<file path="src/rtl/tgmux_arb_pkg.sv">
// rtl/tgmux_arb_pkg.sv - shared types, defaults and helpers for the TG mux arbiter
package tgmux_arb_pkg;

  typedef enum logic [1:0] {
    IDLE   = 2'd0,
    SETTLE = 2'd1,
    GRANT  = 2'd2,
    BREAK  = 2'd3
  } state_t;

  localparam int DEAD_CYC_DEF = 2;
  localparam int MAX_HOLD_DEF = 16;
  localparam int CNT_W_DEF    = 16;

  // Mux select value -> one-hot requester vector {req1, req0}.
  function automatic logic [1:0] sel_to_req(input logic sel);
    return sel ? 2'b10 : 2'b01;
  endfunction

endpackage

</file>
<file path="src/rtl/tgmux_arb_timer.sv">
// rtl/tgmux_arb_timer.sv - loadable saturating down-counter with a done flag
module tgmux_arb_timer #(
  parameter int W = 4
) (
  input  logic         clk,
  input  logic         rst,
  input  logic         load,
  input  logic [W-1:0] load_val,
  input  logic         dec,
  output logic         done
);

  logic [W-1:0] count;

  // Load wins over decrement; the count parks at zero once reached.
  always_ff @(posedge clk) begin
    if (rst) begin
      count <= '0;
    end else if (load) begin
      count <= load_val;
    end else if (dec && (count != '0)) begin
      count <= count - 1'b1;
    end
  end

  assign done = (count == '0);

endmodule

</file>
<file path="src/rtl/tgmux2_arbiter.sv">
// rtl/tgmux2_arbiter.sv - round-robin arbiter with break-before-make for a 2:1 TG mux (option: TGMUX_ARB_CNT_EN)
module tgmux2_arbiter
  import tgmux_arb_pkg::*;
#(
  parameter int DEAD_CYC = DEAD_CYC_DEF,
  parameter int MAX_HOLD = MAX_HOLD_DEF,
  parameter int CNT_W    = CNT_W_DEF
) (
  input  logic             CLK,
  input  logic             RST,
  input  logic             REQ0,
  input  logic             REQ1,
  output logic             GNT0,
  output logic             GNT1,
  output logic             SEL,
`ifdef TGMUX_ARB_CNT_EN
  output logic             EN,
  output logic [CNT_W-1:0] GCNT0,
  output logic [CNT_W-1:0] GCNT1
`else
  output logic             EN
`endif
);

  // One timer width covers both the dead-time and the hold-time counts.
  localparam int TMAX = (DEAD_CYC > MAX_HOLD) ? DEAD_CYC : MAX_HOLD;
  localparam int TW   = (TMAX < 2) ? 1 : $clog2(TMAX);
  localparam logic [TW-1:0] DEAD_LOAD = TW'(DEAD_CYC - 1);
  localparam logic [TW-1:0] HOLD_LOAD = (MAX_HOLD == 0) ? '0 : TW'(MAX_HOLD - 1);

  if ((DEAD_CYC < 1) || (CNT_W < 1)) begin : g_param_check
    $error("tgmux2_arbiter: DEAD_CYC and CNT_W must be at least 1");
  end

  state_t     state_q, state_d;
  logic       sel_q, sel_d;
  logic       last_q, last_d;
  logic [1:0] gnt_q, gnt_d;
  logic       en_q, en_d;
  logic [1:0] req;
  logic       win;
  logic       grant_ev;
  logic       dead_load, dead_dec, dead_done;
  logic       hold_load, hold_dec, hold_done;

  assign req = {REQ1, REQ0};

  // Dead-time counter: SEL must sit still with EN low for DEAD_CYC cycles.
  tgmux_arb_timer #(.W(TW)) u_dead (
    .clk      (CLK),
    .rst      (RST),
    .load     (dead_load),
    .load_val (DEAD_LOAD),
    .dec      (dead_dec),
    .done     (dead_done)
  );

  // Hold counter: done once the owner has held for MAX_HOLD cycles.
  tgmux_arb_timer #(.W(TW)) u_hold (
    .clk      (CLK),
    .rst      (RST),
    .load     (hold_load),
    .load_val (HOLD_LOAD),
    .dec      (hold_dec),
    .done     (hold_done)
  );

  // Pick the IDLE winner: the sole requester, or on a tie the side that did not go last.
  always_comb begin
    win = 1'b0;
    if (req == 2'b11) begin
      win = ~last_q;
    end else begin
      win = req[1];
    end
  end

  // Next-state and next-output logic; outputs are computed here and registered below.
  always_comb begin
    state_d   = state_q;
    sel_d     = sel_q;
    last_d    = last_q;
    gnt_d     = 2'b00;
    en_d      = 1'b0;
    grant_ev  = 1'b0;
    dead_load = 1'b0;
    dead_dec  = 1'b0;
    hold_load = 1'b0;
    hold_dec  = 1'b0;

    case (state_q)
      IDLE: begin
        if (|req) begin
          if (win == sel_q) begin
            state_d  = GRANT;
            grant_ev = 1'b1;
          end else begin
            state_d   = SETTLE;
            sel_d     = win;
            dead_load = 1'b1;
          end
        end
      end

      SETTLE: begin
        if (dead_done) begin
          if (req[sel_q]) begin
            state_d  = GRANT;
            grant_ev = 1'b1;
          end else begin
            state_d = IDLE;
          end
        end else begin
          dead_dec = 1'b1;
        end
      end

      GRANT: begin
        if (!req[sel_q]) begin
          state_d = req[~sel_q] ? BREAK : IDLE;
        end else if ((MAX_HOLD != 0) && hold_done && req[~sel_q]) begin
          state_d = BREAK;
        end else begin
          hold_dec = 1'b1;
        end
      end

      BREAK: begin
        state_d   = SETTLE;
        sel_d     = ~sel_q;
        dead_load = 1'b1;
      end

      default: begin
        state_d = IDLE;
      end
    endcase

    if (state_d == GRANT) begin
      gnt_d = sel_to_req(sel_d);
      en_d  = 1'b1;
    end

    if (grant_ev) begin
      last_d    = sel_d;
      hold_load = 1'b1;
    end
  end

  // State and registered outputs; reset parks SEL on requester 0 and lets it win the first tie.
  always_ff @(posedge CLK) begin
    if (RST) begin
      state_q <= IDLE;
      sel_q   <= 1'b0;
      last_q  <= 1'b1;
      gnt_q   <= 2'b00;
      en_q    <= 1'b0;
    end else begin
      state_q <= state_d;
      sel_q   <= sel_d;
      last_q  <= last_d;
      gnt_q   <= gnt_d;
      en_q    <= en_d;
    end
  end

  assign GNT0 = gnt_q[0];
  assign GNT1 = gnt_q[1];
  assign SEL  = sel_q;
  assign EN   = en_q;

`ifdef TGMUX_ARB_CNT_EN
  logic [CNT_W-1:0] gcnt0_q, gcnt1_q;

  // Count grant entries per requester; wraps naturally at 2^CNT_W.
  always_ff @(posedge CLK) begin
    if (RST) begin
      gcnt0_q <= '0;
      gcnt1_q <= '0;
    end else if (grant_ev) begin
      if (sel_d) begin
        gcnt1_q <= gcnt1_q + 1'b1;
      end else begin
        gcnt0_q <= gcnt0_q + 1'b1;
      end
    end
  end

  assign GCNT0 = gcnt0_q;
  assign GCNT1 = gcnt1_q;
`endif

endmodule

</file>
<file path="config.mk">
export PLATFORM = sky130hd
export DESIGN_NAME = tgmux2_arbiter
export DESIGN_NICKNAME = d
export VERILOG_FILES = /design/src/rtl/tgmux_arb_pkg.sv /design/src/rtl/tgmux_arb_timer.sv /design/src/rtl/tgmux2_arbiter.sv
export SDC_FILE = /design/constraint.sdc
export NUM_CORES = 1
export LEC_CHECK = 0
export BUFFER_PORTS_ARGS = -buffer_cell sky130_fd_sc_hd__clkbuf_2
export CORE_MARGIN = 2
export CORE_UTILIZATION = 43
export CTS_BUF_LIST = sky130_fd_sc_hd__clkbuf_16
export DETAILED_ROUTE_END_ITERATION = 8
export PLACE_DENSITY = 0.68
export SLEW_MARGIN = 30
export SYNTH_ARGS = -nofsm -noshare
export SYNTH_HDL_FRONTEND = slang
export SYNTH_HIERARCHICAL = 1
export SYNTH_SLANG_ARGS = --single-unit
</file>
<file path="constraint.sdc">
create_clock -name CLK -period 2.4 [get_ports CLK]
set_input_delay 0.24 -clock CLK [delete_from_list [all_inputs] [get_ports CLK]]
set_output_delay 0.24 -clock CLK [all_outputs]
set_load 0.05 [all_outputs]
</file>
==> reports/metrics.yaml, run 1 <==
vias_per_cell: 5.34
num_io_pins: 8
setup-violations-final: 0
grt_pass1_wl_mm: 3.77
period_share_pct: 93.9
skew_ps: 2.10
startpoint: "u_dead/count[1]"
synthArstFlopShare_pct: 0
port_buffers: 7
die_w_microns: 54.2
fillers: 237
start_kind: "flop"
antenna_left: 0
die_h_microns: 54.2
hold_class: "input port to flop"
synth_edf_count: 0
synth-adder-area-share_pct: 6.92
cts_tree: "built"
grtUsageTotal_pct: 17.5
synth_top_family_by_area: "compound AO/OA/AOI/OAI gates"
synth_most_common_cell: "nor2_1"
synth_area_sq_mm: 0.00108
worst_skew_pair.late_latency_ps: 240
first_pass_iters: 4
vias: 945
cp.depth: 11
wl_per_cell_microns: 12.0
worstPathCellList: "inv_1 > ha_2 > or3b_4 > inv_1 > nand2_1 > a21oi_2 > mux2i_1 > a21oi_2 > buf_4 > a2111oi_4 > a311o_1"
final_max_slew_viol_count: 0
setup_tns_ps: 0
hold_viol: 0
ctsRootBufferMaster: "clkbuf_16"
grt_pass1_vias: 900
yosys.area_share.simple_pct: 26.1
cts-buffers-inserted: 3
diodes: 0
rsz0062_at_grt: "false"
powerDensity_mw_per_mm2: 1310
drt_iter0_markers: 23
synthTopCellsByArea: "dfxtp_1, ha_1, nor2_1"
critical_path.top_delay_family: "compound AO/OA/AOI/OAI gates"
power.static_leakage_nw: 0.526
maxCapViolCount: 0
postSynthCellCount: 129
synth_common_cells: "nor2_1, dfxtp_1, inv_1, nand2_1"
crit_path_end: "u_hold/count[1]"
path_clk_slew_ps: 50
crit_fanout: 4
dieArea_sq_mm: 0.00294
end_kind: "flop"
nets: 158
rr_worst_depth: 11
cp_num_buf_inv: 3
fin_crit_ps: 2250
yosysTopAreaCell: "dfxtp_1"
grt_max_degree: 18
synthMuxAreaShare_pct: 4.61
grt_remaining_overflow: 0
ctsHoldBuffers: 0
post-route-util_pct: 52.6
place_hpwl_mm: 1.61
synthFlopType: "dfxtp_1"
path_class: "flop to flop"
worst_path_max_delay_cell: "or3b_4"
yosysWarnings: 6
ys_ff_latch: 15
avgSynthCellArea_sq_um: 8.41
coreArea_sq_mm: 0.00243
fmax_mhz: 444
htreeDepth: 1
gp_congestion: 0.803
synth_top_area_share_pct: 27.7
area_growth_pct: 17.9
route.detailed.drc: 0
drt-total-wl_mm: 2.13
status: "complete, no violations"
ys_seq_area_share_pct: 27.7
r2r-start: "u_dead/count[1]"
crit_path_max_incr_delay_ps: 380
initial_utilization_pct: 44.6
crit_arrival_ps: 2380
clockBufferDepth: 2
num_rows: 18
rrSetupSlack_ps: 150
vdd_drop_max_v: 0.000671
cts.sinks: 15
synthXorXnorAreaFrac_pct: 0
antenna_found_initial: 0
synth_cell_type_count: 40
synth_compound_area_share_pct: 27.0
regToRegEndpoint: "u_hold/count[1]"
drive_above_1_share_pct: 19.7
critPathRequiredTime_ps: 2530
==> cell families after synthesis <==
group / Yosys count
buffers and inverters: 17
other: 2
multiplexers: 5
AO/OA/AOI/OAI: 32
adder cells (fa/ha/maj): 6
flip-flops: 15
AND/OR/NAND/NOR: 52
==> worst min-delay path by stage <==
| stage | end | from | slack [ps] | cells past startpoint |
|---|---|---|---|---|
| floorplan | u_dead/count[0] | RST | 310 | 1 |
| global placement | u_dead/count[2] | u_dead/count[2] | 520 | 2 |
| detailed placement | u_dead/count[2] | u_dead/count[2] | 520 | 2 |
| CTS | SEL | RST | 460 | 2 |
| global route | SEL | RST | 500 | 2 |
| finish | SEL | RST | 460 | 2 |
==> repair_timing <==
action | 4_1_cts | 5_1_grt
setup endpoints to repair | 0 | 4
gates resized for setup | 0 | 6
setup buffers | 0 | 0
hold endpoints to repair | 0 | 0
==> worst register-to-register path, cell delays in order (launching register included) <==
cell	delay, ps
dfxtp_1	310
inv_1	120
ha_2	220
or3b_4	380
inv_1	70
nand2_1	130
a21oi_2	160
mux2i_1	100
a21oi_2	200
buf_4	150
a2111oi_4	30
a311o_1	280
==> metal layers <==
metal	vias up	track usage [%]	routed length, microns
met3	2	5.19	86
li1	486	-	-
met2	10	31.1	1050
met1	447	20.6	978
met4	0	3.75	17
met5	-	0	0
==> power breakdown <==
part / leakage, nW / internal, mW / switching, mW
Sequential: 0.123 / 0.344 / 0.0930
Clock: 0.0423 / 0.220 / 0.0939
Combinational: 0.360 / 0.392 / 0.537
Total: 0.526 / 0.956 / 0.724
==> flip-flops by register name (all words and copies together) (netlist names) <==
name / count
u_hold/count: 4
gnt_q: 2
EN: 1
state_q: 2
SEL: 1
last_q: 1
u_dead/count: 4
==> stage by stage <==
step                      setup slack, ps  cell area (sq um)  power, mW  instances  hold slack, ps
final                                 147               1280       1.68        177             460
after global routing                 7.64               1280       1.83        177             502
after CTS                            27.2               1260       1.67        177             462
after detailed placement             61.6               1190       1.35        173             523
after global placement                179               1190       1.32        173             516
after floorplan                      28.3               1110       1.14        135             312
==> cell usage in the layout, fill, tap and decap left out, types with 2 or more instances in the layout <==
| cell | instances |
|---|---|
| buf_4 | 4 |
| mux2i_1 | 5 |
| clkbuf_16 | 3 |
| nand2_1 | 10 |
| conb_1 | 8 |
| or3b_4 | 2 |
| a21o_1 | 3 |
| nand4b_1 | 2 |
| a21oi_1 | 4 |
| nor3_1 | 2 |
| clkbuf_2 | 7 |
| o21ai_0 | 2 |
| a21oi_2 | 3 |
| a311oi_1 | 4 |
| nand3_1 | 4 |
| nor2b_1 | 3 |
| dfxtp_1 | 15 |
| a311o_1 | 2 |
| nor2_1 | 20 |
| ha_1 | 5 |
| a2111oi_4 | 2 |
| nor4b_2 | 2 |
| a211oi_1 | 2 |
| inv_1 | 15 |
==> layout make-up <==
| class | count | area [sq um] | area share (%) |
|---|---|---|---|
| clock inverter | 1 | 3.75 | 0.294 |
| timing repair buffer | 11 | 65.1 | 5.09 |
| inverter | 14 | 52.6 | 4.11 |
| tap | 30 | 37.5 | 2.94 |
| clock buffer | 3 | 75.1 | 5.87 |
| sequential | 15 | 300 | 23.5 |
| multi-input combinational | 103 | 744 | 58.2 |
Note: power is estimated with default switching activity, not from simulation.
==> run 2: changes to the inputs <==
--- a/config.mk
+++ b/config.mk
@@ -7,10 +7,10 @@
 export LEC_CHECK = 0
 export BUFFER_PORTS_ARGS = -buffer_cell sky130_fd_sc_hd__clkbuf_2
 export CORE_MARGIN = 2
-export CORE_UTILIZATION = 43
+export CORE_UTILIZATION = 40
 export CTS_BUF_LIST = sky130_fd_sc_hd__clkbuf_16
 export DETAILED_ROUTE_END_ITERATION = 8
-export PLACE_DENSITY = 0.68
+export PLACE_DENSITY = 0.64
 export SLEW_MARGIN = 30
 export SYNTH_ARGS = -nofsm -noshare
 export SYNTH_HDL_FRONTEND = slang
==> run 2 against run 1 <==
Net effect: clock power grew 2%; maximum frequency grew 1.6%; final area grew 0.49%; critical endpoint is now u_hold/count[3]; largest power group unchanged.
==> reports/metrics.yaml, run 2 (same netlist as run 1, synthesis figures left out) <==
hold_class: "input port to flop"
wl_per_cell_microns: 12.0  # about the same
nets: 159  # +0.63%
powerDensity_mw_per_mm2: 1320  # +0.14%
port_buffers: 7  # unchanged
initial_utilization_pct: 43.0  # -1.6 points
worst_skew_pair.late_latency_ps: 250  # about the same
ctsHoldBuffers: 0  # unchanged
dieArea_sq_mm: 0.00314  # +6.9%
pwr-share-clk_pct: 19.0  # +0.3 points
gp_congestion: 0.818  # +1.9%
power_mw: 1.69  # +0.63%
ctsRootBufferMaster: "clkbuf_16"
antenna_left: 0  # unchanged
drt-total-wl_mm: 2.14  # +0.56%
stdcell_count: 178  # +0.56%
final_max_slew_viol_count: 0  # unchanged
cts.sinks: 15  # unchanged
clockBufferDepth: 2  # unchanged
crit_fanout: 5  # +1
postLayoutCellArea_sq_mm: 0.00128  # +0.49%
layout_common_cells: "nor2_1, dfxtp_1, inv_1"
antenna_found_initial: 0  # unchanged
num_rows: 18  # unchanged
grtUsageTotal_pct: 15.0  # -2.5 points
place_inst: 174  # +0.58%
diodes: 0  # unchanged
seqCellArea_sq_um: 300  # unchanged
first_pass_iters: 2  # -2
power.switching_uw: 727  # +0.43%
maxCapViolCount: 0  # unchanged
vias: 910  # -3.7%
htreeDepth: 1  # unchanged
setup-violations-final: 0  # unchanged
path_clk_slew_ps: 50  # about the same
grt_pass1_vias: 860  # -4.4%
switching_share_pct: 43.0  # -0.087 points
path_class: "flop to flop"
combPwrFrac_pct: 55.9  # +0.6 points
crit_arrival_ps: 2330  # -50 ps
fin_crit_ps: 2220  # -36.4 ps
rsz0062_at_grt: "false"
critPathRequiredTime_ps: 2510  # -20 ps
skew_ps: 0.832  # -1.27 ps
power.internal_uw: 964  # +0.78%
largestRegisters: "u_dead/count: 4 flops, u_hold/count: 4 flops"
power.static_leakage_nw: 0.531  # +0.99%
cts_tree: "built"
end_kind: "flop"
cts-buffers-inserted: 3  # unchanged
vias_per_cell: 5.11  # -4.2%
grt_remaining_overflow: 0  # unchanged
status: "complete, no violations"
fmax_mhz: 451  # +1.6%
num_io_pins: 8  # unchanged
hold_viol: 0  # unchanged
grt_max_degree: 18  # unchanged
post-route-util_pct: 50.9  # -1.6 points
pwr-share-seq_pct: 25.2  # -0.8 points
area_growth_pct: 18.5
place_hpwl_mm: 1.65  # +2.7%
coreArea_sq_mm: 0.00252  # +3.7%
drive_above_1_share_pct: 19.6  # -0.13 points
die_w_microns: 56.1  # +3.4%
setup_tns_ps: 0  # unchanged
fillers: 263  # +11%
final_common_cell: "nor2_1"
drt_iter0_markers: 6  # -74%
multi_input_area_sq_um: 743  # -0.17%
period_share_pct: 92.4  # -1.5 points
start_kind: "flop"
post_dp_cell_area_sq_mm: 0.00119  # +0.63%
route.detailed.drc: 0  # unchanged
die_h_microns: 56.1  # +3.4%
grt_pass1_wl_mm: 3.77  # +0.19%
vdd_drop_max_v: 0.000900  # +34%
## run 2: power groups by stage
stage	clock network (mW)	logic (mW)	registers, mW
4_1_cts	0.328	0.932	0.425
6_report	0.321	0.944	0.426
5_1_grt	0.334	1.06	0.441
3_5_place_dp	0	0.927	0.430
3_3_place_gp	0	0.910	0.428
2_1_floorplan	0	0.668	0.472
## run 2: stage by stage
stage               hold WS (ps)  setup slack [ps]
finish                       466               183
detailed placement           523               105
global route                 507              2.23
floorplan                    312              28.3
CTS                          469              81.8
global placement             514               187
## run 2: area by class of cell
class	count	share of cell area [%]
inverters	14	4.09
well taps	30	2.92
multi-input cells	103	57.8
flip-flops and latches	15	23.4
repair buffers	12	5.65
clock inverters	1	0.292
clock buffers	3	5.84
## run 2: timing repair
| action | CTS | global route |
|---|---|---|
| gates resized for setup | 0 | 4 |
| setup endpoints to repair | 0 | 4 |
| buffers inserted | 0 | 0 |
## run 2: path summary, 6_finish.rpt
path	startpoint	end	slack (ps)	cells after the start
setup / recovery	u_hold/count[1]	u_hold/count[3]	180	10
hold / removal	RST	SEL	470	2
setup reg to reg	u_hold/count[1]	u_hold/count[3]	180	10
hold reg to reg	u_dead/count[2]	u_dead/count[2]	530	2
## run 2: routing by layer
metal	wire (microns)	track usage [%]	vias up	share of wire (%)
met5	0	0	-	0
met4	37	6.46	0	1.7
met3	70	3.49	5	3.3
met2	967	23.4	11	45
met1	1070	19.7	408	50
li1	-	-	486	-
## run 2: worst max-delay path, cell delays in order (launching register included)
cell and delay [ps]:
dfxtp_1 340, inv_1 90, ha_1 230, or3b_4 290, inv_1 80, nand2_1 70
nand3_1 70, a21boi_0 320, nor4b_2 290, mux2i_1 220, a211oi_1 90
==> run 3: changes to the inputs <==
--- a/config.mk
+++ b/config.mk
@@ -6,7 +6,6 @@
 export NUM_CORES = 1
 export LEC_CHECK = 0
 export BUFFER_PORTS_ARGS = -buffer_cell sky130_fd_sc_hd__clkbuf_2
-export CORE_MARGIN = 2
 export CORE_UTILIZATION = 40
 export CTS_BUF_LIST = sky130_fd_sc_hd__clkbuf_16
 export DETAILED_ROUTE_END_ITERATION = 8
==> run 3 against run 2 <==
Net effect: sequential cell count stayed put; sequential power hardly changed; critical path depth is 1 higher; clock-buffer cell count stayed put; wire length is 1.6% higher; clock skew hardly changed; via count is 4.2% higher; worst setup slack worse by 6.6 ps; non-clock buffer count stayed put; largest power group unchanged.
==> reports/metrics.yaml, run 3 (same netlist as run 1, synthesis figures left out) <==
ctsRootBufferMaster: "clkbuf_16"
die_w_microns: 54.1  # -3.6%
route.detailed.drc: 0  # unchanged
skew_ps: 0.644  # -0.188 ps
fin_crit_ps: 2220  # +6.55 ps
power_mw: 1.69  # -0.19%
cts-buffers-inserted: 3  # unchanged
layout_common_cells: "nor2_1, dfxtp_1, inv_1"
grt_remaining_overflow: 0  # unchanged
antenna_left: 0  # unchanged
fmax_mhz: 450  # -0.29%
r2r-start: "u_dead/count[1]"
grt_pass1_wl_mm: 3.77  # unchanged
end_kind: "flop"
grt_pass1_vias: 874  # +1.6%
drive_above_1_share_pct: 18.9  # -0.68 points
powerDensity_mw_per_mm2: 1320  # +0.30%
hold_viol: 0  # unchanged
status: "complete, no violations"
path_clk_slew_ps: 50  # about the same
crit_arrival_ps: 2350  # +20 ps
rrSetupSlack_ps: 180  # about the same
maxCapViolCount: 0  # unchanged
dieArea_sq_mm: 0.00292  # -7.0%
final_common_cell: "nor2_1"
antenna_found_initial: 0  # unchanged
vias: 948  # +4.2%
startpoint: "u_dead/count[1]"
grtUsageTotal_pct: 17.8  # +2.8 points
critPathRequiredTime_ps: 2530  # +20 ps
gp_congestion: 0.804  # -1.7%
port_buffers: 7  # unchanged
die_h_microns: 54.1  # -3.6%
post_cts_buffers: 0  # unchanged
cts.sinks: 15  # unchanged
initial_utilization_pct: 43.0  # unchanged
start_kind: "flop"
nets: 159  # unchanged
wl_met2_mm: 1.05  # +8.8%
drt-total-wl_mm: 2.18  # +1.6%
crit_path_end: "u_hold/count[1]"
grt_max_degree: 18  # unchanged
hold_depth: 2  # unchanged
area_growth_pct: 17.9
vias_per_cell: 5.33  # +4.2%
coreArea_sq_mm: 0.00252  # unchanged
largestRegisters: "u_dead/count: 4 flops, u_hold/count: 4 flops"
wl_met3_microns: 59  # -16%
first_pass_iters: 4  # +2
wl_met1_mm: 1.06  # -1.0%
path_class: "flop to flop"
hp-start: "RST"
regToRegEndpoint: "u_hold/count[1]"
place_hpwl_mm: 1.65  # +0.11%
post_dp_cell_area_sq_mm: 0.00119  # unchanged
num_io_pins: 8  # unchanged
hold_class: "input port to flop"
place_inst: 174  # unchanged
setup-violations-final: 0  # unchanged
period_share_pct: 92.6  # +0.27 points
htreeDepth: 1  # unchanged
num_rows: 18  # unchanged
cts_tree: "built"
final_max_slew_viol_count: 0  # unchanged
diodes: 0  # unchanged
clockBufferDepth: 2  # unchanged
postLayoutCellArea_sq_mm: 0.00128  # -0.49%
worst_skew_pair.late_latency_ps: 240  # about the same
crit_fanout: 4  # -1
power.static_leakage_nw: 0.530  # -0.22%
wl_per_cell_microns: 12.2  # +1.6%
rr_worst_depth: 11  # +1
drt_iter0_markers: 22  # +16
top_layer_used: "met4"
stdcell_count: 178  # unchanged
vdd_drop_max_v: 0.000789  # -12%
## run 3: cell counts in the layout (fill, tap and decap cells not counted)
No cell type changed its count.
## run 3: through the flow
stage | setup TNS [ps] | util, % | hold slack, ps | setup WS [ps]
finish | 0 | 50.7 | 468 | 177
global route | -0.0517 | 50.7 | 528 | -0.0517
CTS | 0 | 50.4 | 482 | 82.9
detailed placement | 0 | 47.3 | 523 | 105
global placement | 0 | 47.3 | 514 | 185
floorplan | 0 | - | 312 | 28.3
## run 3: critical path, stage by stage, from the launching register on
cell       delay [ps]
dfxtp_1           310
inv_1             110
ha_2              210
or3b_4            380
inv_1              70
nand2_1           100
a21boi_0          180
mux2i_1           100
a21oi_2           180
buf_4             150
a2111oi_4          30
a311o_1           280
## run 3: how the worst min path moves through the flow
stage / to / slack (ps)
final: state_q[0] / 470
after global routing: state_q[0] / 530
after CTS: state_q[0] / 480
after detailed placement: u_dead/count[2] / 520
after global placement: u_hold/count[2] / 510
after floorplan: u_dead/count[0] / 310
## run 3: where the power goes
group	internal, mW	switching, mW
sequential	0.344	0.0840
combinational	0.397	0.545
clock	0.220	0.0966
total	0.961	0.726
## run 3: timing repair
action,in CTS,in global routing
gates resized for setup,0,3
hold buffers,0,0
endpoints found under the setup margin,0,4
## run 3: layout make-up
cell class              count  area (sq um)
well taps                  30          37.5
inverters                  14          52.6
clock buffers               3          75.1
flip-flops and latches     15           300
repair buffers             12          72.6
multi-input cells         103           737
fillers                   260          1240
clock inverters             1          3.75
## run 3: per-layer routing
metal  vias up  global-route usage (%)
met1       446                    22.9
met5         -                       0
li1        488                       -
met2        12                    30.0
met4         0                    5.13
met3         2                    3.39
